File: config.mk
export PLATFORM = sky130hd
export DESIGN_NAME = brownout_supervisor
export DESIGN_NICKNAME = d
export VERILOG_FILES = /design/src/rtl/brownout_supervisor.sv
export SDC_FILE = /design/constraint.sdc
export NUM_CORES = 1
export LEC_CHECK = 0
export CAP_MARGIN = 20
export CORE_AREA = 3 3 96 75
export CTS_CLUSTER_SIZE = 12
export DETAILED_ROUTE_END_ITERATION = 8
export DIE_AREA = 0 0 99 78
export SYNTH_ARGS = -nofsm -noshare
export SYNTH_HDL_FRONTEND = slang
export SYNTH_SLANG_ARGS = --single-unit
File: constraint.sdc
create_clock -name ck -period 3.4 [get_ports ck]
set_input_delay 0.34 -clock ck [delete_from_list [all_inputs] [get_ports ck]]
set_output_delay 0.34 -clock ck [all_outputs]
set_load 0.02 [all_outputs]
File: src/rtl/brownout_supervisor.sv
// Brownout supervisor: digital controller on the far side of the brownout
// detector. Drives the detector configuration (ena/otrip/vtrip), synchronizes
// its asynchronous status outputs, blanks them while the detector settles,
// and turns a brownout into a debounced, stretched active-low system reset.
// Sticky brownout/undervoltage/timeout flags are kept for software, with an
// interrupt raised while either of the first two is set.
//
// Ports
//   ck, resetb               clock, asynchronous active-low reset
//   cfg_en, cfg_otrip/vtrip  software enable and requested trip codes
//   clr_brout, clr_vunder    one-cycle flag clear pulses
//   bod_out/vunder/timed_out asynchronous detector status inputs
//   ena, otrip, vtrip        detector configuration (registered)
//   sys_resetb               active-low system reset request
//   brout_flag, vunder_flag, timeout_flag, irq   sticky status, interrupt
//   state                    OFF=0 SETTLE=1 MONITOR=2 BROWNOUT=3 HOLD=4
module brownout_supervisor #(
  parameter int SYNC_STAGES = 2,
  parameter int SETTLE_CYC  = 64,
  parameter int DEB_CYC     = 8,
  parameter int RST_HOLD    = 256
) (
  input  logic       ck,
  input  logic       resetb,
  input  logic       cfg_en,
  input  logic [2:0] cfg_otrip,
  input  logic [2:0] cfg_vtrip,
  input  logic       clr_brout,
  input  logic       clr_vunder,
  input  logic       bod_out,
  input  logic       bod_vunder,
  input  logic       bod_timed_out,
  output logic       ena,
  output logic [2:0] otrip,
  output logic [2:0] vtrip,
  output logic       sys_resetb,
  output logic       brout_flag,
  output logic       vunder_flag,
  output logic       timeout_flag,
  output logic       irq,
  output logic [2:0] state
);

  localparam int MAX_A = (SETTLE_CYC > DEB_CYC) ? SETTLE_CYC : DEB_CYC;
  localparam int MAXC  = (MAX_A > RST_HOLD) ? MAX_A : RST_HOLD;
  localparam int CW    = $clog2(MAXC + 1);

  typedef enum logic [2:0] {
    OFF      = 3'd0,
    SETTLE   = 3'd1,
    MONITOR  = 3'd2,
    BROWNOUT = 3'd3,
    HOLD     = 3'd4
  } state_e;

  state_e                 state_q;
  logic [CW-1:0]          cnt_q;
  logic                   ena_q, rstb_q;
  logic [2:0]             otrip_q, vtrip_q;
  logic                   brout_q, vunder_q, timeout_q, irq_q;
  logic                   brout_d, vunder_d, timeout_d;
  logic [SYNC_STAGES-1:0] sync_out_q, sync_vun_q, sync_to_q;
  logic                   s_out, s_vun, s_to, watch, codes_differ;

  // Plain flop chains; bit 0 captures the raw asynchronous input.
  always_ff @(posedge ck or negedge resetb) begin
    if (!resetb) begin
      sync_out_q <= '0;
      sync_vun_q <= '0;
      sync_to_q  <= '0;
    end else begin
      sync_out_q <= {sync_out_q[SYNC_STAGES-2:0], bod_out};
      sync_vun_q <= {sync_vun_q[SYNC_STAGES-2:0], bod_vunder};
      sync_to_q  <= {sync_to_q[SYNC_STAGES-2:0], bod_timed_out};
    end
  end

  assign s_out = sync_out_q[SYNC_STAGES-1];
  assign s_vun = sync_vun_q[SYNC_STAGES-1];
  assign s_to  = sync_to_q[SYNC_STAGES-1];

  assign codes_differ = (cfg_otrip != otrip_q) || (cfg_vtrip != vtrip_q);

  // Detector status is trusted only once settled (MONITOR and the recovery
  // states). Set beats clear, so an event coinciding with a clear survives.
  always_comb begin
    watch     = (state_q == MONITOR) || (state_q == BROWNOUT) || (state_q == HOLD);
    brout_d   = ((state_q == MONITOR) && s_out) || (brout_q && !clr_brout);
    vunder_d  = (watch && s_vun) || (vunder_q && !clr_vunder);
    timeout_d = (watch && s_to) || timeout_q;
  end

  always_ff @(posedge ck or negedge resetb) begin
    if (!resetb) begin
      state_q   <= OFF;
      cnt_q     <= '0;
      ena_q     <= 1'b0;
      otrip_q   <= 3'd0;
      vtrip_q   <= 3'd0;
      rstb_q    <= 1'b1;
      brout_q   <= 1'b0;
      vunder_q  <= 1'b0;
      timeout_q <= 1'b0;
      irq_q     <= 1'b0;
    end else begin
      brout_q   <= brout_d;
      vunder_q  <= vunder_d;
      timeout_q <= timeout_d;
      irq_q     <= brout_d | vunder_d;
      case (state_q)
        OFF: begin
          ena_q <= 1'b0;
          if (cfg_en) begin
            state_q <= SETTLE;
            ena_q   <= 1'b1;
            otrip_q <= cfg_otrip;
            vtrip_q <= cfg_vtrip;
            cnt_q   <= CW'(SETTLE_CYC - 1);
          end
        end
        SETTLE: begin
          if (!cfg_en) begin
            state_q <= OFF;
            ena_q   <= 1'b0;
          end else if (codes_differ) begin
            // New trip code restarts the blanking window.
            otrip_q <= cfg_otrip;
            vtrip_q <= cfg_vtrip;
            cnt_q   <= CW'(SETTLE_CYC - 1);
          end else if (cnt_q == '0) begin
            state_q <= MONITOR;
          end else begin
            cnt_q <= cnt_q - 1'b1;
          end
        end
        MONITOR: begin
          if (s_out) begin
            state_q <= BROWNOUT;
            rstb_q  <= 1'b0;
            cnt_q   <= CW'(DEB_CYC - 1);
          end else if (!cfg_en) begin
            state_q <= OFF;
            ena_q   <= 1'b0;
          end else if (codes_differ) begin
            state_q <= SETTLE;
            otrip_q <= cfg_otrip;
            vtrip_q <= cfg_vtrip;
            cnt_q   <= CW'(SETTLE_CYC - 1);
          end
        end
        // Software cannot abort a brownout: cfg inputs are ignored until the
        // reset has been fully stretched and we are back in MONITOR.
        BROWNOUT: begin
          rstb_q <= 1'b0;
          if (s_out) begin
            cnt_q <= CW'(DEB_CYC - 1);
          end else if (cnt_q == '0) begin
            state_q <= HOLD;
            cnt_q   <= CW'(RST_HOLD - 1);
          end else begin
            cnt_q <= cnt_q - 1'b1;
          end
        end
        HOLD: begin
          rstb_q <= 1'b0;
          if (s_out) begin
            state_q <= BROWNOUT;
            cnt_q   <= CW'(DEB_CYC - 1);
          end else if (cnt_q == '0) begin
            state_q <= MONITOR;
            rstb_q  <= 1'b1;
          end else begin
            cnt_q <= cnt_q - 1'b1;
          end
        end
        default: begin
          // Illegal encodings recover to OFF; flags are left untouched.
          state_q <= OFF;
          cnt_q   <= '0;
          ena_q   <= 1'b0;
          otrip_q <= 3'd0;
          vtrip_q <= 3'd0;
          rstb_q  <= 1'b1;
        end
      endcase
    end
  end

  assign ena          = ena_q;
  assign otrip        = otrip_q;
  assign vtrip        = vtrip_q;
  assign sys_resetb   = rstb_q;
  assign brout_flag   = brout_q;
  assign vunder_flag  = vunder_q;
  assign timeout_flag = timeout_q;
  assign irq          = irq_q;
  assign state        = state_q;

endmodule

# After elaboration in Yosys (flattened, before gate mapping)
# Index checks and enable logic that the tools add are counted.
classes:
  magnitude_cmp: 0
  reduce_logical: 22
  bitwise: 3
  shifts: 0
  n_div: 0
  n_eq_ne: 16
  n_addsub: 1
  n_mux: 40
  multipliers: 0
op_table:
  columns: ["cell", "n"]
  rows:
  - ["9-bit two-way mux", 10]
  - ["3-bit two-way mux", 18]
  - ["9-bit case mux with 5 select lines", 1]
  - ["3-bit case mux with 4 select lines", 2]
  - ["3-bit case mux with 5 select lines", 1]
  - ["2-bit inequality test (second input constant)", 5]
  - ["9-bit logical NOT", 1]
  - ["3-bit inequality test (second input constant)", 3]
  - ["9-bit by 1-bit subtractor with 9-bit output (second input constant)", 1]
  - ["1-bit case mux with 4 select lines", 2]
  - ["3-bit by 2-bit == test with 1-bit output (second input constant)", 2]
  - ["1-bit logical OR", 6]
  - ["1-bit two-way mux", 6]
  - ["3-bit inequality test", 2]
  - ["1-bit logical AND", 5]
  - ["5-bit AND reduction", 1]
  - ["4-bit inequality test (second input constant)", 1]
  - ["2-bit AND reduction", 2]
  - ["4-bit AND reduction", 1]
  - ["2-bit OR reduction", 2]
  - ["3-bit by 1-bit == test with 1-bit output (second input constant)", 1]
  - ["3-bit == test (second input constant)", 1]
  - ["3-bit logical NOT", 1]
  - ["3-bit AND reduction", 1]
  - ["other kinds (4)", 6]
word_totals:
  ram_bits: 0
  inputBits: 14
  latchBits: 0
  rom_bits: 0
  output_inout_bits: 15
  reg_bits: 30
  mem_count: 0

# Logic depth before layout (Yosys ltp)
# Gate-level depths: netlist (run 1).
logic_depth:
  ltp_word: 6
  depth_mapped: 12

# Worst setup path after synthesis (run 1)
# OpenSTA, ideal clock, no wires.
synth_path:
  path_kind: "reg-to-reg"
  startpoint: "register cnt_q[0]"
  endpoint: "register cnt_q[0]"
  required_time_ps: 3322
  arrival_ps: 2212
  stages_incl_launch_ff: 12
  setup_ps: 78
  slack_ps: 1110
  synth_period_minus_slack_ps: 2290
  cell_sequence: "dfrtp_1 > inv_1 > ha_1 > or4b_1 > buf_6 > nor2_8 > inv_4 > ha_1 > o21ai_0 > a222oi_1 > a211oi_1 > a21oi_1"
synth_between:
  elab_chain_cells: 5
  word_cells_on_any_way: 9
  cone_classes: "add/sub (1); mux (7); reduce/logical (1)"
synth_rtl:
  columns: ["element", "line_no", "rtl"]
  rows:
  - ["start: declaration", "57", "logic [CW-1:0] cnt_q;"]
  - ["start signal: assignment", "118", "cnt_q <= CW'(SETTLE_CYC - 1);"]
  - ["start signal: assignment", "129", "cnt_q <= CW'(SETTLE_CYC - 1);"]
  - ["start signal: assignment", "133", "cnt_q <= cnt_q - 1'b1;"]
  - ["9-bit by 1-bit subtractor with 9-bit output or 9-bit logical NOT (tied branches)", null, null]
  - ["9-bit two-way mux", "130, 169", null]
  - ["9-bit two-way mux", "125", "end else if (codes_differ) begin"]
  - ["9-bit two-way mux", "122", "if (!cfg_en) begin"]
  - ["9-bit case mux with 5 select lines *", "110", "case (state_q)"]
# Every way passes the cells marked *; elsewhere a longest branch is shown, timed or not. The select of a mux whose other input is x is not followed.
# A chain may end at the register's enable or synchronous reset.

# Worst setup path after layout (run 1)
# Ends and elaborated chain as after synthesis.

==> results.json, run 1 <==
{
  "status": "finished, final reports clean",
  "fin_crit_sh_pct": 81.9,
  "drv_slew": 0,
  "grt_max_degree": 31,
  "min_to": "sync_vun_q[1]",
  "slew_headroom_pct": 53.4,
  "cts_max_path_buffers": 2,
  "cts_made_buffers": 5,
  "r2r_slack_ps": 610,
  "drt_iter0_drc": 240,
  "switchingPower_w": 0.000353,
  "tightestPinTransition_ps": 698,
  "netlist_top_cells_area": "dfrtp_1 (39%), nand2_1 (5.0%), a21oi_1 (3.5%)",
  "rows": 25,
  "gp_congestion": 0.911,
  "fin_crit_ps": 2790,
  "async_flop_share_pct": 100,
  "dp_hpwl_microns": 3450,
  "hp-start": "sync_vun_q[0]",
  "viasPerCell": 5.19,
  "pwr-share-seq_pct": 39.7,
  "drive_gt1_share_pct": 10.1,
  "grtUsageTotal_pct": 13.1,
  "power_density_nw_per_um2": 468,
  "hold_buffers": 0,
  "syn-num-nets": 225,
  "die_area_sq_um": 7720,
  "worst_r2r_startpoint": "cnt_q[0]",
  "n_fill_cell": 622,
  "end_kind": "flip-flop",
  "die_h_microns": 78,
  "start_util_pct": 29.8,
  "p_comb_share_pct": 26.3,
  "wirelength_microns": 4750,
  "rsz0062_at_grt": "false",
  "syn_inst": 209,
  "postCtsResizedCells": 0,
  "synth_cell_type_count": 61,
  "final.setup.tns_ps": 0,
  "post-place-ws_ps": 687,
  "port_buffers": 28,
  "syn_area_sq_um": 1880,
  "power_frac_clock_pct": 34.0,
  "synth-seq-cells": 30,
  "die_w_microns": 99,
  "nets": 252,
  "internal_power_w": 0.000745,
  "layout_commonest_cell": "dfrtp_1",
  "vias": 1649,
  "drtPass1Iterations": 4,
  "ios": 29,
  "yosys_warnings": 0,
  "maxCapViolCount": 0,
  "grt_pass1_wl_microns": 8030,
  "design_area_sq_um": 2350,
  "ant_nets": 0,
  "layout_common_cells": "dfrtp_1 (29), clkdlybuf4s50_1 (28), nand2_1 (25), nor2_1 (16), a21oi_1 (13)",
  "start_kind": "flip-flop",
  "r2r_cells": 10,
  "netlist.top_cell.by_area": "dfrtp_1",
  "placed_area_sq_um": 2230,
  "setup_viol": 0,
  "cts.clk_slew.worst_paths_ps": 70,
  "vdd_drop_max_mv": 0.139,
  "power_w": 0.00110,
  "p_leak_nw": 1.01,
  "final_util_pct": 37.3,
  "fin_skew_ps": 6.31,
  "yosysSeqAreaShare_pct": 40.1,
  "switching_share_pct": 32.1,
  "syn_area_per_cell_sq_um": 8.97,
  "drt-met1-wl_microns": 2400,
  "h-tree-depth": 2,
  "cp_max_fo": 10,
  "min_path_type": "reg2reg",
  "timing.fmax_mhz": 359,
  "drcViolationCount": 0,
  "synth_top_area_share_pct": 38.7,
  "wl_met3_microns": 357,
  "diodes": 0,
  "hold_viol": 0,
  "root_buffer": "clkbuf_8",
  "grt_pass1_vias": 1589,
  "cts_tree": "built",
  "whs_path_depth": 0,
  "ys.flop_type": "dfrtp_1",
  "antenna_found_initial": 0,
  "highest_layer": "met4",
  "setup_ws_ps": 615,
  "cts_sinks": 30,
  "grt-ovfl-total": 0,
  "insertion_delay_ps": 300,
  "synth-edff-count": 0,
  "coreArea_sq_um": 6290,
  "critPathKind": "reg2reg",
  "arrival_ps": 2990,
  "reg2reg_to": "cnt_q[0]",
  "area.growth.synth_to_final_pct": 25.2,
  "required_ps": 3610,
  "routedWlPerCell_microns": 14.9,
  "cts_setup_buffers": 0,
  "routed-wl-met2_microns": 1900
}
worst max-delay path by stage:
stage	start	endpoint	depth (start not counted)
4_1_cts	cnt_q[0]	cnt_q[0]	10
2_1_floorplan	cnt_q[0]	cnt_q[0]	11
3_3_place_gp	cnt_q[0]	cnt_q[0]	10
6_report	cnt_q[0]	cnt_q[0]	10
5_1_grt	cnt_q[0]	cnt_q[0]	10
3_5_place_dp	cnt_q[0]	cnt_q[0]	10
logic make-up (layout without fill, tap and decap cells):
logic type | count (synthesis) | in the layout | synth area share [%]
multiplexers | 6 | 6 | 3.20
adder cells (fa/ha/maj) | 2 | 2 | 1.33
buffers and inverters | 27 | 55 | 6.00
AO/OA/AOI/OAI | 67 | 67 | 25.7
flip-flops | 30 | 30 | 40.1
AND/OR/NAND/NOR | 68 | 68 | 19.5
XOR/XNOR | 9 | 9 | 4.20
metal layers:
metal	global-route usage, %	vias up
li1	-	804
met1	19.6	772
met2	17.5	65
met3	3.41	8
met4	5.18	0
met5	0	-
flip-flops by register name, summed over array words and instances, names as in the netlist:
name	flops
sync_out_q	2
timeout_flag	1
vtrip	3
ena	1
sync_vun_q	2
vunder_flag	1
sys_resetb	1
sync_to_q	2
otrip	3
brout_flag	1
state	3
irq	1
cnt_q	9
critical path, stage by stage, from the launching register on:
cell      delay (ps)
dfrtp_1          410
inv_1             90
ha_1             220
or4b_1           680
nor2_8           240
inv_4             90
ha_1             300
o21ai_0           70
a222oi_1         320
a211oi_1          80
a21oi_1          190
metrics by stage:
step                hold slack [ps]  cells
CTS                             352    318
global placement                333    310
global route                    359    318
finish                          351    318
detailed placement              335    310
floorplan                      44.4    209
power by group through the flow:
stage | clock (W) | combinational, W | sequential [W]
after detailed placement | 0 | 0.000289 | 0.000443
after global placement | 0 | 0.000287 | 0.000441
after floorplan | 0 | 0.000155 | 0.000460
final | 0.000373 | 0.000289 | 0.000436
after CTS | 0.000381 | 0.000291 | 0.000437
after global routing | 0.000399 | 0.000316 | 0.000443
final cells by class:
type                    count  area [sq um]  area share (%)
clock buffers               5          68.8            2.93
clock inverters             3          45.0            1.92
inverters                  15          58.8            2.51
multi-input cells         152          1010            43.1
flip-flops and latches     30           752            32.0
well taps                  81           101            4.32
repair buffers             32           310            13.2
cell usage after synthesis, types with 2 or more instances:
master,instances
a21oi_1,13
a31oi_1,2
dfrtp_1,29
nand2_1,25
a311oi_1,2
clkbuf_1,8
o21bai_1,2
nor3_1,3
inv_2,2
mux2i_1,6
a22oi_1,2
a22o_1,2
ha_1,2
nor2_1,16
a211oi_1,5
buf_1,2
nor3b_1,3
nor2b_1,3
o21ai_1,5
a221oi_1,2
a21o_1,2
o21a_1,2
xnor2_1,2
a2bb2oi_1,2
o21ai_0,11
xor2_1,7
inv_1,12
nand3_1,4
Note: power is estimated with default switching activity, not from simulation.
==> run 2, diff against run 1 <==
Clock period 3.4 ns to 2.6 ns, I/O delays scaled along.
==> results.json, run 2 (synthesis gave the netlist of run 1 again) <==
{
  "area.growth.synth_to_final_pct": 29.8,
  "hold_buffers": 0,
  "cts_sinks": 30,
  "routedWlPerCell_microns": 14.8,
  "setup_viol": 0,
  "grtUsageTotal_pct": 13.1,
  "dp_hpwl_microns": 3400,
  "fin_skew_ps": 14.7,
  "drcViolationCount": 0,
  "fin_crit_sh_pct": 94.9,
  "cts_tree": "built",
  "grt_pass1_vias": 1596,
  "rsz0062_at_grt": "false",
  "required_ps": 2760,
  "start_kind": "flip-flop",
  "grt_pass1_wl_microns": 8180,
  "reg2reg_to": "cnt_q[0]",
  "cts_max_path_buffers": 2,
  "diodes": 0,
  "vias": 1674,
  "n_fill_cell": 623,
  "hold_viol": 0,
  "p_leak_nw": 1.06,
  "insertion_delay_ps": 280,
  "cts_setup_buffers": 0,
  "vdd_drop_max_mv": 0.273,
  "min_to": "sync_to_q[1]",
  "grt-ovfl-total": 0,
  "h-tree-depth": 2,
  "die_area_sq_um": 7720,
  "die_w_microns": 99,
  "post-place-ws_ps": 151,
  "tightestPinTransition_ps": 599,
  "gp_congestion": 0.841,
  "hp-start": "sync_to_q[0]",
  "power_density_nw_per_um2": 643,
  "slew_headroom_pct": 59.8,
  "holdWs_ps": 351,
  "top_register": "cnt_q",
  "final.setup.tns_ps": 0,
  "root_buffer": "clkbuf_8",
  "critPathKind": "reg2reg",
  "power_w": 0.00156,
  "antenna_found_initial": 0,
  "nets": 258,
  "status": "finished, final reports clean",
  "cts_made_buffers": 5,
  "layout_commonest_cell": "dfrtp_1",
  "postCtsResizedCells": 0,
  "min_path_type": "reg2reg",
  "cts.clk_slew.worst_paths_ps": 70,
  "port_buffers": 28,
  "arrival_ps": 2630,
  "ios": 29,
  "r2r_cells": 10,
  "ant_nets": 0,
  "coreArea_sq_um": 6290,
  "largest_reg_flops": 9,
  "drt_iter0_drc": 240,
  "cp_max_fo": 10,
  "grt_max_degree": 31,
  "layout_common_cells": "dfrtp_1 (29), clkdlybuf4s50_1 (28), nand2_1 (25), nor2_1 (16), a21oi_1 (13)",
  "whs_path_depth": 0,
  "worst_r2r_startpoint": "cnt_q[0]",
  "setup_ws_ps": 131,
  "fin_crit_ps": 2470,
  "instances_no_fill": 324,
  "dp_cells": 316,
  "rows": 25,
  "viasPerCell": 5.17,
  "end_kind": "flip-flop",
  "drive_gt1_share_pct": 12.3,
  "die_h_microns": 78,
  "maxCapViolCount": 0,
  "drv_slew": 0,
  "timing.fmax_mhz": 405,
  "r2r_slack_ps": 130,
  "drtPass1Iterations": 5,
  "wirelength_microns": 4800,
  "start_util_pct": 29.8
}
## run 2: final cells by class
| cell class | instances | area, sq um | area share (%) |
|---|---|---|---|
| Clock buffer | 6 | 82.6 | 3.39 |
| Clock inverter | 2 | 60.1 | 2.47 |
| Inverter | 15 | 58.8 | 2.42 |
| Multi-Input combinational cell | 152 | 1010 | 41.5 |
| Sequential cell | 30 | 752 | 30.9 |
| Tap cell | 81 | 101 | 4.16 |
| Timing Repair Buffer | 38 | 368 | 15.1 |
## run 2: stage by stage
stage          util (%)  cell area (sq um)
6_report           38.7               2430
5_1_grt            38.7               2430
4_1_cts            38.7               2430
3_5_place_dp       36.4               2290
3_3_place_gp       36.4               2290
2_1_floorplan         -               1880
## run 2: worst max-delay path by stage
stage | slack (ps) | endpoint | start | depth (start not counted)
2_1_floorplan | 310 | cnt_q[0] | cnt_q[0] | 11
3_3_place_gp | 240 | cnt_q[0] | cnt_q[0] | 10
3_5_place_dp | 150 | cnt_q[0] | cnt_q[0] | 10
4_1_cts | 130 | cnt_q[0] | cnt_q[0] | 10
5_1_grt | 4 | cnt_q[0] | cnt_q[0] | 10
6_report | 130 | cnt_q[0] | cnt_q[0] | 10
## run 2: power by group
group	switching (W)	internal, W	leakage [nW]
clock	0.000183	0.000409	0.0714
combinational	0.000213	0.000189	0.634
sequential	0.0000544	0.000516	0.358
## run 2: critical path, cell delays in order (launching register included)
cell and delay, ps:
dfrtp_1 400, inv_1 90, ha_1 200, or4b_1 560
nor2_8 200, inv_4 90, ha_1 300, o21ai_0 180
a222oi_1 90, a211oi_1 190, a21oi_1 60
## run 2: metal layers
metal | share of wire, % | wire (microns) | vias to the layer above | global-route usage [%]
met2 | 41 | 1950 | 76 | 17.0
met4 | 0.62 | 30 | 0 | 3.00
met5 | 0 | 0 | - | 0
met1 | 50 | 2380 | 773 | 19.9
met3 | 9.2 | 440 | 4 | 5.39
li1 | - | - | 821 | -
==> run 3, diff against run 2 <==
Settings changed: SLEW_MARGIN set to 30.
==> results of run 3 <==
No change in the layout: final DEF, timing and power equal those of run 2.
